==> src/rtl/exe_stage_ctrl_pkg.sv <==
// Shared types and constants for the EXE stage occupancy/handshake controller.
package exe_stage_ctrl_pkg;

  typedef enum logic [1:0] {
    ST_EMPTY = 2'd0,
    ST_EXEC  = 2'd1,
    ST_DONE  = 2'd2
  } exe_state_e;

  localparam int EXE_MC_LAT_DEF = 4;
  localparam int EXE_PERF_W     = 32;

endpackage

==> src/rtl/exe_perf_cnt.sv <==
// Free-running enable-increment event counter, wraps modulo 2^EXE_PERF_W.
module exe_perf_cnt
  import exe_stage_ctrl_pkg::*;
(
  input  logic                  clk,
  input  logic                  resetn,
  input  logic                  i_en,
  output logic [EXE_PERF_W-1:0] o_cnt
);

  logic [EXE_PERF_W-1:0] r_cnt;

  // Count one per enabled cycle; synchronous clear.
  always_ff @(posedge clk) begin
    if (!resetn) begin
      r_cnt <= '0;
    end else if (i_en) begin
      r_cnt <= r_cnt + EXE_PERF_W'(1);
    end
  end

  assign o_cnt = r_cnt;

endmodule

==> src/rtl/exe_stage_ctrl.sv <==
// EXE stage slot controller: ID->EXE accept, multi-cycle sequencing, EXE->MEM
// handoff and taken-branch redirect. Optional perf counters under EXE_PERF_CNT_EN.
module exe_stage_ctrl
  import exe_stage_ctrl_pkg::*;
#(
  parameter int MC_LAT = EXE_MC_LAT_DEF,
  parameter int CNT_W  = 3
) (
  input  logic clk,
  input  logic resetn,
  input  logic Dvalid,
  input  logic MultiCycleD,
  output logic Eready,
  output logic Evalid,
  input  logic Mready,
  input  logic BranchTakenE,
  output logic Redirect,
  output logic Flush,
  output logic Busy
`ifdef EXE_PERF_CNT_EN
  ,
  output logic [EXE_PERF_W-1:0] PerfBusy,
  output logic [EXE_PERF_W-1:0] PerfBp,
  output logic [EXE_PERF_W-1:0] PerfRet
`endif
);

  exe_state_e       r_state;
  exe_state_e       w_state_nxt;
  logic [CNT_W-1:0] r_cnt;
  logic [CNT_W-1:0] w_cnt_nxt;
  logic             w_accept;
  logic             w_handoff;
  logic             w_flush;

  assign Evalid    = (r_state == ST_DONE);
  assign Busy      = (r_state == ST_EXEC);
  assign w_handoff = Evalid && Mready;
  assign w_flush   = w_handoff && BranchTakenE;
  assign Redirect  = w_flush;
  assign Flush     = w_flush;
  // A flush cycle never accepts, so a retiring branch always leaves the slot EMPTY.
  assign Eready    = !w_flush && ((r_state == ST_EMPTY) || ((r_state == ST_DONE) && Mready));
  assign w_accept  = Dvalid && Eready;

  // Next-state and latency counter update.
  always_comb begin
    w_state_nxt = r_state;
    w_cnt_nxt   = r_cnt;
    case (r_state)
      ST_EMPTY: begin
        if (w_accept) begin
          if (MultiCycleD) begin
            w_state_nxt = ST_EXEC;
            w_cnt_nxt   = CNT_W'(MC_LAT - 1);
          end else begin
            w_state_nxt = ST_DONE;
          end
        end else begin
          w_state_nxt = ST_EMPTY;
        end
      end
      ST_EXEC: begin
        if (r_cnt == '0) begin
          w_state_nxt = ST_DONE;
        end else begin
          w_cnt_nxt = r_cnt - CNT_W'(1);
        end
      end
      ST_DONE: begin
        if (w_handoff) begin
          if (w_accept && MultiCycleD) begin
            w_state_nxt = ST_EXEC;
            w_cnt_nxt   = CNT_W'(MC_LAT - 1);
          end else if (w_accept) begin
            w_state_nxt = ST_DONE;
          end else begin
            w_state_nxt = ST_EMPTY;
          end
        end else begin
          w_state_nxt = ST_DONE;
        end
      end
      default: begin
        w_state_nxt = ST_EMPTY;
        w_cnt_nxt   = '0;
      end
    endcase
  end

  // State and counter registers; reset discards any in-flight slot.
  always_ff @(posedge clk) begin
    if (!resetn) begin
      r_state <= ST_EMPTY;
      r_cnt   <= '0;
    end else begin
      r_state <= w_state_nxt;
      r_cnt   <= w_cnt_nxt;
    end
  end

`ifdef EXE_PERF_CNT_EN
  exe_perf_cnt u_perf_busy (
    .clk    (clk),
    .resetn (resetn),
    .i_en   (Busy),
    .o_cnt  (PerfBusy)
  );

  exe_perf_cnt u_perf_bp (
    .clk    (clk),
    .resetn (resetn),
    .i_en   (Evalid && !Mready),
    .o_cnt  (PerfBp)
  );

  exe_perf_cnt u_perf_ret (
    .clk    (clk),
    .resetn (resetn),
    .i_en   (w_handoff),
    .o_cnt  (PerfRet)
  );
`endif

endmodule

==> config.mk <==
export PLATFORM = sky130hd
export DESIGN_NAME = exe_stage_ctrl
export DESIGN_NICKNAME = d
export VERILOG_FILES = /design/src/rtl/exe_stage_ctrl_pkg.sv /design/src/rtl/exe_perf_cnt.sv /design/src/rtl/exe_stage_ctrl.sv
export SDC_FILE = /design/constraint.sdc
export NUM_CORES = 1
export LEC_CHECK = 0
export ABC_AREA = 1
export ABC_CLOCK_PERIOD_IN_PS = 1700
export BUFFER_PORTS_ARGS = -buffer_cell sky130_fd_sc_hd__buf_4
export CORE_AREA = 2 2 39 41
export CTS_BUF_LIST = sky130_fd_sc_hd__clkbuf_8
export DETAILED_ROUTE_END_ITERATION = 6
export DIE_AREA = 0 0 41 43
export PLACE_DENSITY = 0.57
export SLEW_MARGIN = 10
export SYNTH_ARGS = -nofsm -noshare
export SYNTH_HDL_FRONTEND = slang
export SYNTH_SLANG_ARGS = --single-unit
export TNS_END_PERCENT = 20
==> constraint.sdc <==
create_clock -name clk -period 1.7 [get_ports clk]
set_clock_uncertainty 0.15 [all_clocks]
set_input_delay 0.17 -clock clk [delete_from_list [all_inputs] [get_ports clk]]
set_output_delay 0.17 -clock clk [all_outputs]
set_load 0.005 [all_outputs]
[Word-level counts from Yosys, hierarchy flattened]
Cells that the tools add are included.
Operators by class
  $add $sub $neg: 1
  multiply operators: 0
  divide/modulo/power cells: 0
  $lt $le $gt $ge: 0
  equal/unequal tests: 8
  shifts and indexed selects: 0
  muxes and demuxes: 13
  bitwise operators: 0
  reduce and logical (&&, ||, !) cells: 10
Operator list (number)
  $mux 3: 5
  $mux 2: 6
  $pmux 3 s3: 1
  $ne 2x1->1 const B: 3
  $ne 2x2->1 const B: 3
  $pmux 2 s3: 1
  $logic_and 1x1->1: 5
  $reduce_and 5->1: 1
  $logic_not 3->1: 1
  $sub 3x1->3 const B: 1
  $eq 2x1->1 const B: 1
  $eq 2x2->1 const B: 1
  $logic_not 2->1: 1
  $logic_not 1->1: 1
  $logic_or 1x1->1: 1
Word-level totals
  bits in registers: 5
  latch bits: 0
  RAM bits: 0
  bits in read-only memories: 0
  input bits: 6
  output and inout port bits: 5
  word-level logic and storage cells: 34
  memories: 0

[Longest topological paths before layout]
Gate-level depths: netlist of the first run.
  depth after elaboration: 10
  mapped depth: 9
  gate-level depth less buffers: 9

[Worst setup path after synthesis of the first run]
OpenSTA, ideal clock, no wires.
  path type: register to register
  start: reg r_cnt[0]
  end: reg r_cnt[0]
  library setup time: 0.113 ns
  data arrival time: 1.045 ns
  data required time: 1.437 ns
  slack: 0.392 ns
  cell stages (with the launch flop): 8
  path buffers: 0
  period minus slack after synthesis: 1.308 ns
  path through: dfxtp_1 -> inv_1 -> ha_1 -> ha_1 -> nand2_1 -> nand3_4 -> nor2_1 -> nor2_1
Between the ends
  cells in the longest elaborated chain, start to end: 3
  elaborated cells between the ends (all ways): 6
  classes of those cells: add/sub: 1; eq/ne: 1; mux: 2; reduce/logical: 2
RTL lines
  start: declaration: line exe_stage_ctrl.sv:30  | logic [CNT_W-1:0] r_cnt;
  start signal: assignment: line exe_stage_ctrl.sv:98  | r_cnt <= w_cnt_nxt;
  $sub 3x1->3 / $logic_not 3->1 (equally long branches): line exe_stage_ctrl.sv:67, exe_stage_ctrl.sv:64
  $mux 3 / $ne 2x2->1 (equally long branches)
  $pmux 3 s3 / $reduce_and 5->1 (equally long branches)
Parallel ways exist; a longest one is shown, timed or not. The select of a mux whose other input is x is not followed.
A chain may end at the register's enable or synchronous reset.

[Worst setup path in the final report of the first run]
  start: reg r_state[1]
  end: out Eready
Between the ends
  cells in the longest elaborated chain, start to end: 5
  elaborated cells between the ends (all ways): 7
  classes of those cells: eq/ne: 1; reduce/logical: 6
RTL lines
  start: declaration: line exe_stage_ctrl.sv:28  | exe_state_e r_state;
  start signal: assignment: line exe_stage_ctrl.sv:97  | r_state <= w_state_nxt;
  $eq 2x2->1: line exe_stage_ctrl.sv:36, exe_stage_ctrl.sv:43
  $logic_and 1x1->1: line exe_stage_ctrl.sv:38, exe_stage_ctrl.sv:43
  $logic_and 1x1->1: line exe_stage_ctrl.sv:39  | assign w_flush = w_handoff && BranchTakenE;
  $logic_not 1->1: line exe_stage_ctrl.sv:43  | assign Eready = !w_flush && ((r_state == ST_EMPTY) || ((r_state == ST_DONE) && Mready));
  $logic_and 1x1->1 *: line exe_stage_ctrl.sv:43
  end: declaration: line exe_stage_ctrl.sv:13  | output logic Eready,
Mark *: on every way between the ends. The rest lies on a longest branch, timed or not.

==> run metrics, run 1 <==
Avg WL per Cell=7.899 microns; drt initial violations=4; largest net degree at the start of global routing=6; Die Height=43 microns; DIE WIDTH=~41 microns; Post-Synth Adder-Cell Area=under 10%; Post-Synth Simple-Gate Area=45.30%; met3 Track Usage GR=9.424%; Cell Area, Synth=roughly 370 sq um; CP arrival=about 1200 ps; Layout Nets=72; Fmax=approximately 670 MHz; share of layout cells above drive strength 1=36.51%; Critical Setup Path Class=flip-flop to output port; met2 Track Usage GR=about an eighth; Final Power=502.0 uW; required time of the worst setup path=1380 ps; Setup TNS=0 ps; CP startpoint kind=flip-flop; total track usage=9.940%; GP Congestion=slightly below 0.7; Yosys top cell area share=26.85%; yosys synthesis warning count=0; ANT cells=0; Compound-Gate Fraction of Synth Area=9.396%; via count=around 330; DRT Pass-1 Iters=3; commonest cells after routing, fill and taps aside=nand2_1, buf_4, inv_1, nor2_1, dfxtp_1; H-tree levels=1; pwr dens=993.2 mW/mm^2; grt ovf=0; Fin. Hold Viols=0; max_cap viols=0; CP endpoint kind=output port; first-pass GRT wire length=between 1000 and 1500 microns; Final Setup Violations=0; post-cts sizing count=0; RSZ-0062 raised after global routing=no; ANT nets after route=0; hold_buf cts=0; starting density of the core=26.94%; post-route setup slack=206.5 ps; number of global-route vias before repair=292; worst hold path class=input port to flip-flop; CTS root buffer=clkbuf_8; hpwl dp=527.9 microns; num ports=11; Max IR drop VDD=0.5886 mV; Cells after Synth=50; area leader, netlist=dfxtp_1; Mapped Nets=58; die area=0.001763 sq mm; CTS tree=yes; CTS Sinks=5; WL final=624 microns; Clk Latency, worst-skew pair=220 ps; Worst-Margin Slew=188.6 ps; top post-synthesis cells by area=dfxtp_1, nand2_1, nand2_4; GR Util met1=about 12%; clk slew on worst S/H paths=40 ps; syn avg cell area=7.457 sq um; final period utilization=87.85%; largest family of logic cells by synthesized area=simple AND/OR/NAND/NOR gates; Synth Register Bits=5; DR DRC count=0; CTS max path bufs=2; Syn-to-layout area delta=35.57%; pre-CTS WS=around 320 ps; Site Rows=14; Final Critical Period=1494 ps; Netlist cell types=19; Lkg Pwr=0.0002479 uW; Slew Limit Fails=0; Slew HR=87.41%; GRT busiest layer=met2; via/cell ratio=4.127; initial antenna violation count=0; sequential area share after synthesis=between 20 and 30%; Post-CTS Setup Inserts=0; outcome=completed; Core ar.=0.001384 sq mm; PortBufs=10; mux cell area share after synthesis=0%; crit-path max FO=5; Synth Area in XOR/XNOR=0%; CTS buffer count=3
-- synthesized netlist by cell type (all sizes together) --
master	number
nand2	15
inv	9
nor2	8
dfxtp	5
a21oi	2
ha	2
nand4	2
o21ai	2
a21boi	1
buf	1
nand3	1
nand3b	1
o211ai	1
-- where the power goes --
| group | switching (uW) | internal (uW) |
|---|---|---|
| logic | 82.8 | 65.3 |
| clock network | 55.7 | 155 |
| registers | 9.33 | 134 |
| total | 148 | 354 |
-- per-layer routing --
| metal | routed length [microns] | up-vias | share of wire, % |
|---|---|---|---|
| li1 | - | 184 | - |
| met1 | 278 | 131 | 45 |
| met2 | 286 | 11 | 46 |
| met3 | 59 | 0 | 9.5 |
| met4 | 0 | 0 | 0 |
| met5 | 0 | - | 0 |
-- sequential cells by signal (all words and copies together), names as in the netlist --
register and count:
r_state 2, r_cnt 3
-- through the flow --
stage / cell area (sq um) / util [%] / hold WS, ps / cells
after floorplan: 372.9 / - / 140.4 / 50
after global placement: 460.4 / 33.27 / 282.9 / 75
after detailed placement: 460.4 / 33.27 / 289.8 / 75
after CTS: 505.5 / 36.53 / 60.58 / 79
after global routing: 505.5 / 36.53 / 82.01 / 79
final: 505.5 / 36.53 / 61.05 / 79
-- cell type report --
class / instances / area, sq um
fillers: 157 / 878.3
multi-input cells: 35 / 229.0
flip-flops and latches: 5 / 100.1
repair buffers: 10 / 75.07
clock buffers: 3 / 41.29
inverters: 9 / 36.28
well taps: 16 / 20.02
clock inverters: 1 / 3.754
-- critical path, cell delays in order, from the launching register on --
cell and delay, ps:
dfxtp_1 400, nand2_1 140, nor2_1 190, a21oi_1 80, buf_4 140
-- final timing paths --
path	startpoint	endpoint	slack, ps	depth (start not counted)
max	r_state[1]$_SDFFE_PN0P_	Eready	210	4
min	resetn	r_cnt[1]$_SDFFE_PN0P_	60	3
max reg2reg	r_cnt[0]$_SDFFE_PN0P_	r_cnt[0]$_SDFFE_PN0P_	320	7
min reg2reg	r_cnt[2]$_SDFFE_PN0P_	r_cnt[2]$_SDFFE_PN0P_	370	4
-- logic make-up after synthesis --
group / count (synthesis)
flops: 5
simple gates: 27
buf+inv: 10
compound gates: 6
fa+ha+maj: 2
(Power assumes the default switching activity.)
==> inputs of run 2 (changes only) <==
- ABC_AREA: 1 -> 0
- PLACE_DENSITY: 0.57 -> 0.49
==> run metrics, run 2 <==
Site Rows=14; Final Setup Violations=0; crit path buf inv count=1; RSZ-0062 raised after global routing=no; commonest cells after routing, fill and taps aside=buf_4, inv_1, dfxtp_1, a21oi_1; Fmax=619.8 MHz; starting density of the core=26.22%; Cell Area, Synth=362.8 sq um; max_cap viols=0; reg-to-reg critical path endpoint=r_cnt[1]$_SDFFE_PN0P_; Top FF cell, synth=dfxtp_1; Post-Synth Adder-Cell Area=under 10%; Critical Setup Path Class=flip-flop to flip-flop; GP Congestion=0.7488; max reg flops=3; Syn-to-layout area delta=38.62%; ANT cells=0; Final Power=458.8 uW; Yosys top cell area share=27.59%; hpwl dp=609.1 microns; Worst-Margin Slew=about 250 ps; yosys synthesis warning count=0; final period utilization=94.91%; Post-Synth Simple-Gate Area=between 30% and 40%; crit-path max FO=5; Slew HR=83.58%; area leader, netlist=dfxtp_1; outcome=completed; number of enable flip-flop cells after synthesis=0; total track usage=11.35%; Clk Latency, worst-skew pair=~220 ps; Max IR drop VDD=roughly 0.37 mV; CP startpoint kind=flip-flop; Setup TNS=0 ps; Flop pwr share=29.5%; Final Critical Period=1613 ps; first-pass GRT wire length=approximately 1300 microns; Post-synth top cells=dfxtp_1, inv_1, a21oi_1; post-cts sizing count=0; FFs w/ async S/R, synth=0%; DIE WIDTH=41 microns; ANT nets after route=0; initial antenna violation count=0; Worst R2R Path Depth=6; hold_buf cts=0; clock network power share=between 40% and 50%; biggest regs=r_cnt x3, r_state x2; CTS Sinks=5; Crit path max-delay family=adder cells; Cells after Synth=43; commonest non-fill, non-tap cell in the layout=buf_4; Lkg Pwr=between 0.0002 and 0.00025 uW; largest family of logic cells by synthesized area=simple AND/OR/NAND/NOR gates; drt initial violations=8; Synth Area in XOR/XNOR=0%; DR DRC count=0; worst hold path class=input port to flip-flop; switching pwr=121.1 uW; worst hold slack=48.83 ps; CTS buffer count=3; sequential area share after synthesis=27.59%; CTS root buffer=clkbuf_8; H-tree levels=1; share of layout cells above drive strength 1=33.33%; die area=0.001763 sq mm; sw frac=26.39%; grt ovf=0; CTS max path bufs=2; worst reg2reg path startpoint=r_cnt[0]$_SDFFE_PN0P_; crit-path cells=inv_1, ha_1, ha_1, nand2b_1, o211a_1, o211a_1; Int Power=about 340 uW; top post-synthesis cells by area=dfxtp_1, o211a_1, ha_1; required time of the worst setup path=1660 ps; Die Height=around 43 microns; num ports=11; number of global-route vias before repair=309; post-layout util=36.35%; critical path's largest stage delay=roughly 330 ps; Core ar.=approximately 0.0014 sq mm; Mapped Nets=between 50 and 60; Worst Hold Launch=resetn; Fin. Hold Viols=0; Compound-Gate Fraction of Synth Area=25.17%; CP endpoint kind=flip-flop; Largest Register=r_cnt; via/cell ratio=about 4.6; Synth Register Bits=5; WL final=855 microns; Post-CTS Setup Inserts=0; Slew Limit Fails=0; r2r setup slk=90 ps; DRT Pass-1 Iters=2; Netlist cell types=22; Worst path depth=6; largest net degree at the start of global routing=9; Layout Nets=66; critical path startpoint=r_cnt[0]$_SDFFE_PN0P_; Worst Setup EP=r_cnt[1]$_SDFFE_PN0P_; slowest CP cell=dfxtp_1; clk slew on worst S/H paths=40 ps; CTS tree=yes; PortBufs=10; syn avg cell area=8.438 sq um; CP arrival=1570 ps; pwr dens=912.2 mW/mm^2; Avg WL per Cell=11.71 microns; via count=338; Comb pwr share=a little under a quarter; mux cell area share after synthesis=0%
-- run 2: cell count changes after synthesis, sizes merged, moves of 2 or more --
cell    previous run  this run
nand2             15         2
nor2               8         1
inv                9         5
nand2b             0         3
o211a              0         3
a21oi              2         4
and2b              0         2
nand4              2         0
o21ai              2         4
-- run 2: power by group through the flow --
| stage | Combinational, uW | Clock (uW) | Sequential [uW] |
|---|---|---|---|
| after global routing | 119 | 228 | 137 |
| after floorplan | 71.5 | 0 | 134 |
| after CTS | 106 | 225 | 135 |
| after detailed placement | 104 | 0 | 137 |
| final | 108 | 216 | 135 |
| after global placement | 106 | 0 | 137 |
-- run 2: area by class of cell --
class | count | area (sq um)
clock inverters | 1 | 3.754
inverters | 5 | 18.77
multi-input cells | 31 | 229.0
well taps | 16 | 20.02
flip-flops and latches | 5 | 100.1
repair buffers | 12 | 90.09
fillers | 158 | 880.8
clock buffers | 3 | 41.29
-- run 2: worst min path at each step --
stage                              endpoint  slack (ps)  depth (start not counted)
finish              r_state[0]$_SDFFE_PN0P_          50                          2
global route        r_state[0]$_SDFFE_PN0P_          60                          2
CTS                 r_state[0]$_SDFFE_PN0P_          40                          2
detailed placement  r_state[0]$_SDFFE_PN0P_         270                          2
global placement    r_state[0]$_SDFFE_PN0P_         280                          2
floorplan           r_state[0]$_SDFFE_PN0P_         140                          1
-- run 2: kinds of logic (layout without fill, tap and decap cells) --
kind of cell / Yosys count / count (layout)
simple gates: 15 / 15
compound gates: 14 / 14
buf+inv: 7 / 21
flops: 5 / 5
fa+ha+maj: 2 / 2
-- run 2: layer usage --
metal,global-route usage (%),share of wire (%)
met4,10.00,1.5
met3,4.712,6.1
met2,14.37,46
met1,13.83,46
met5,0,0
-- run 2: through the flow --
step	area (sq um)	instances	setup WS, ps
6_report	503.0	73	86.50
5_1_grt	503.0	73	11.70
4_1_cts	499.2	73	64.82
3_5_place_dp	454.2	69	73.99
3_3_place_gp	454.2	69	61.52
2_1_floorplan	362.8	43	194.3
==> inputs of run 3 (changes only) <==
- CORE_AREA: 2 2 39 41 -> 8 8 45 47
- DIE_AREA: 0 0 41 43 -> 0 0 53 55
==> run metrics, run 3 (synthesis results as in run 2) <==
Avg WL per Cell=11.75 microns; Max IR drop VDD=slightly below 0.5 mV; Worst-Margin Slew=about 220 ps; CTS buffer count=3; Fin. Hold Viols=0; Layout Nets=66; required time of the worst setup path=1650 ps; Post-CTS Setup Inserts=0; Core ar.=~0.0014 sq mm; commonest non-fill, non-tap cell in the layout=buf_4; CTS tree=yes; Slew Limit Fails=0; DR DRC count=0; starting density of the core=26.22%; CTS max path bufs=2; PortBufs=10; Setup TNS=0 ps; CP arrival=1560 ps; fill cell count=150; Final Setup Violations=0; CTS Sinks=5; worst hold slack=55.02 ps; post-cts sizing count=0; total track usage=5.792%; H-tree levels=1; Final Critical Period=1613 ps; placed insts=69; Site Rows=14; hpwl dp=681.9 microns; crit-path cells=inv_1, ha_1, ha_1, and2b_2, o21ai_1, a21oi_1; Fmax=619.9 MHz; CP most frequent cell=ha_1; Critical Setup Path Class=flip-flop to flip-flop; WL final=858 microns; Die Height=55 microns; die area=approximately 0.0029 sq mm; initial antenna violation count=0; num ports=11; critical path's largest stage delay=330 ps; GP Congestion=about 0.75; Clk Latency, worst-skew pair=220 ps; Lkg Pwr=about 0.00023 uW; r2r setup slk=90 ps; hold_buf cts=0; CTS root buffer=clkbuf_8; clk slew on worst S/H paths=40 ps; drt initial violations=8; Slew HR=between 80 and 90%; crit-path max FO=5; Largest Register=r_cnt; CP endpoint kind=flip-flop; first-pass GRT wire length=1255 microns; max_cap viols=0; largest net degree at the start of global routing=8; number of global-route vias before repair=299; biggest regs=r_cnt x3, r_state x2; via count=roughly 350; slowest CP cell=dfxtp_1; RSZ-0062 raised after global routing=no; Syn-to-layout area delta=37.59%; via/cell ratio=4.740; Post-Layout Cell Count=73; DIE WIDTH=53 microns; pwr dens=908.8 mW/mm^2; commonest cells after routing, fill and taps aside=buf_4, inv_1, dfxtp_1, a21oi_1; worst hold path class=input port to flip-flop; CP startpoint kind=flip-flop; grt ovf=0; ANT nets after route=0; post-layout util=36.08%; DRT Pass-1 Iters=2; share of layout cells above drive strength 1=31.58%; max reg flops=3; ANT cells=0; final period utilization=94.90%; outcome=completed
## run 3: worst max-delay path, delay by kind of cell, from the launching register on
kind / cells / cell delay (ps)
AO/OA/AOI/OAI: 2 / 310
flip-flops: 1 / 330
buffers and inverters: 1 / 50
adder cells (fa/ha/maj): 2 / 440
AND/OR/NAND/NOR: 1 / 220
## run 3: path summary, 6_finish.rpt
path,start,to,cells past startpoint
max,r_cnt[0]$_SDFFE_PN0P_,r_cnt[2]$_SDFFE_PN0P_,6
min,resetn,r_state[0]$_SDFFE_PN0P_,2
max reg2reg,r_cnt[0]$_SDFFE_PN0P_,r_cnt[2]$_SDFFE_PN0P_,6
min reg2reg,r_cnt[1]$_SDFFE_PN0P_,r_cnt[1]$_SDFFE_PN0P_,1
## run 3: layout make-up
class                   instances  area [sq um]  area share [%]
multi-input cells              31         225.2           45.11
flip-flops and latches          5         100.1           20.05
repair buffers                 12         90.09           18.05
clock buffers                   3         41.29           8.271
well taps                      16         20.02           4.010
inverters                       5         18.77           3.759
clock inverters                 1         3.754          0.7519
## run 3: per-stage QoR
stage	power (uW)	worst slack (ps)	area, sq um
after global routing	478.2	15.45	499.2
final	453.7	86.74	499.2
after global placement	240.5	112.0	454.2
after CTS	459.2	87.84	499.2
after detailed placement	240.8	92.36	454.2
after floorplan	205.7	194.3	362.8
## run 3: report_power, final
group	switching, uW	internal, uW
combinational	49.5	54.5
sequential	6.87	127
clock	60.7	155
## run 3: per-layer routing
metal	up-vias	routed length [microns]	share of wire [%]	GRT usage (%)
met5	-	0	0	0
met2	8	395	46	9.180
met3	0	78	9.1	3.743
met4	0	0	0	1.293
met1	159	384	45	6.383
li1	179	-	-	-
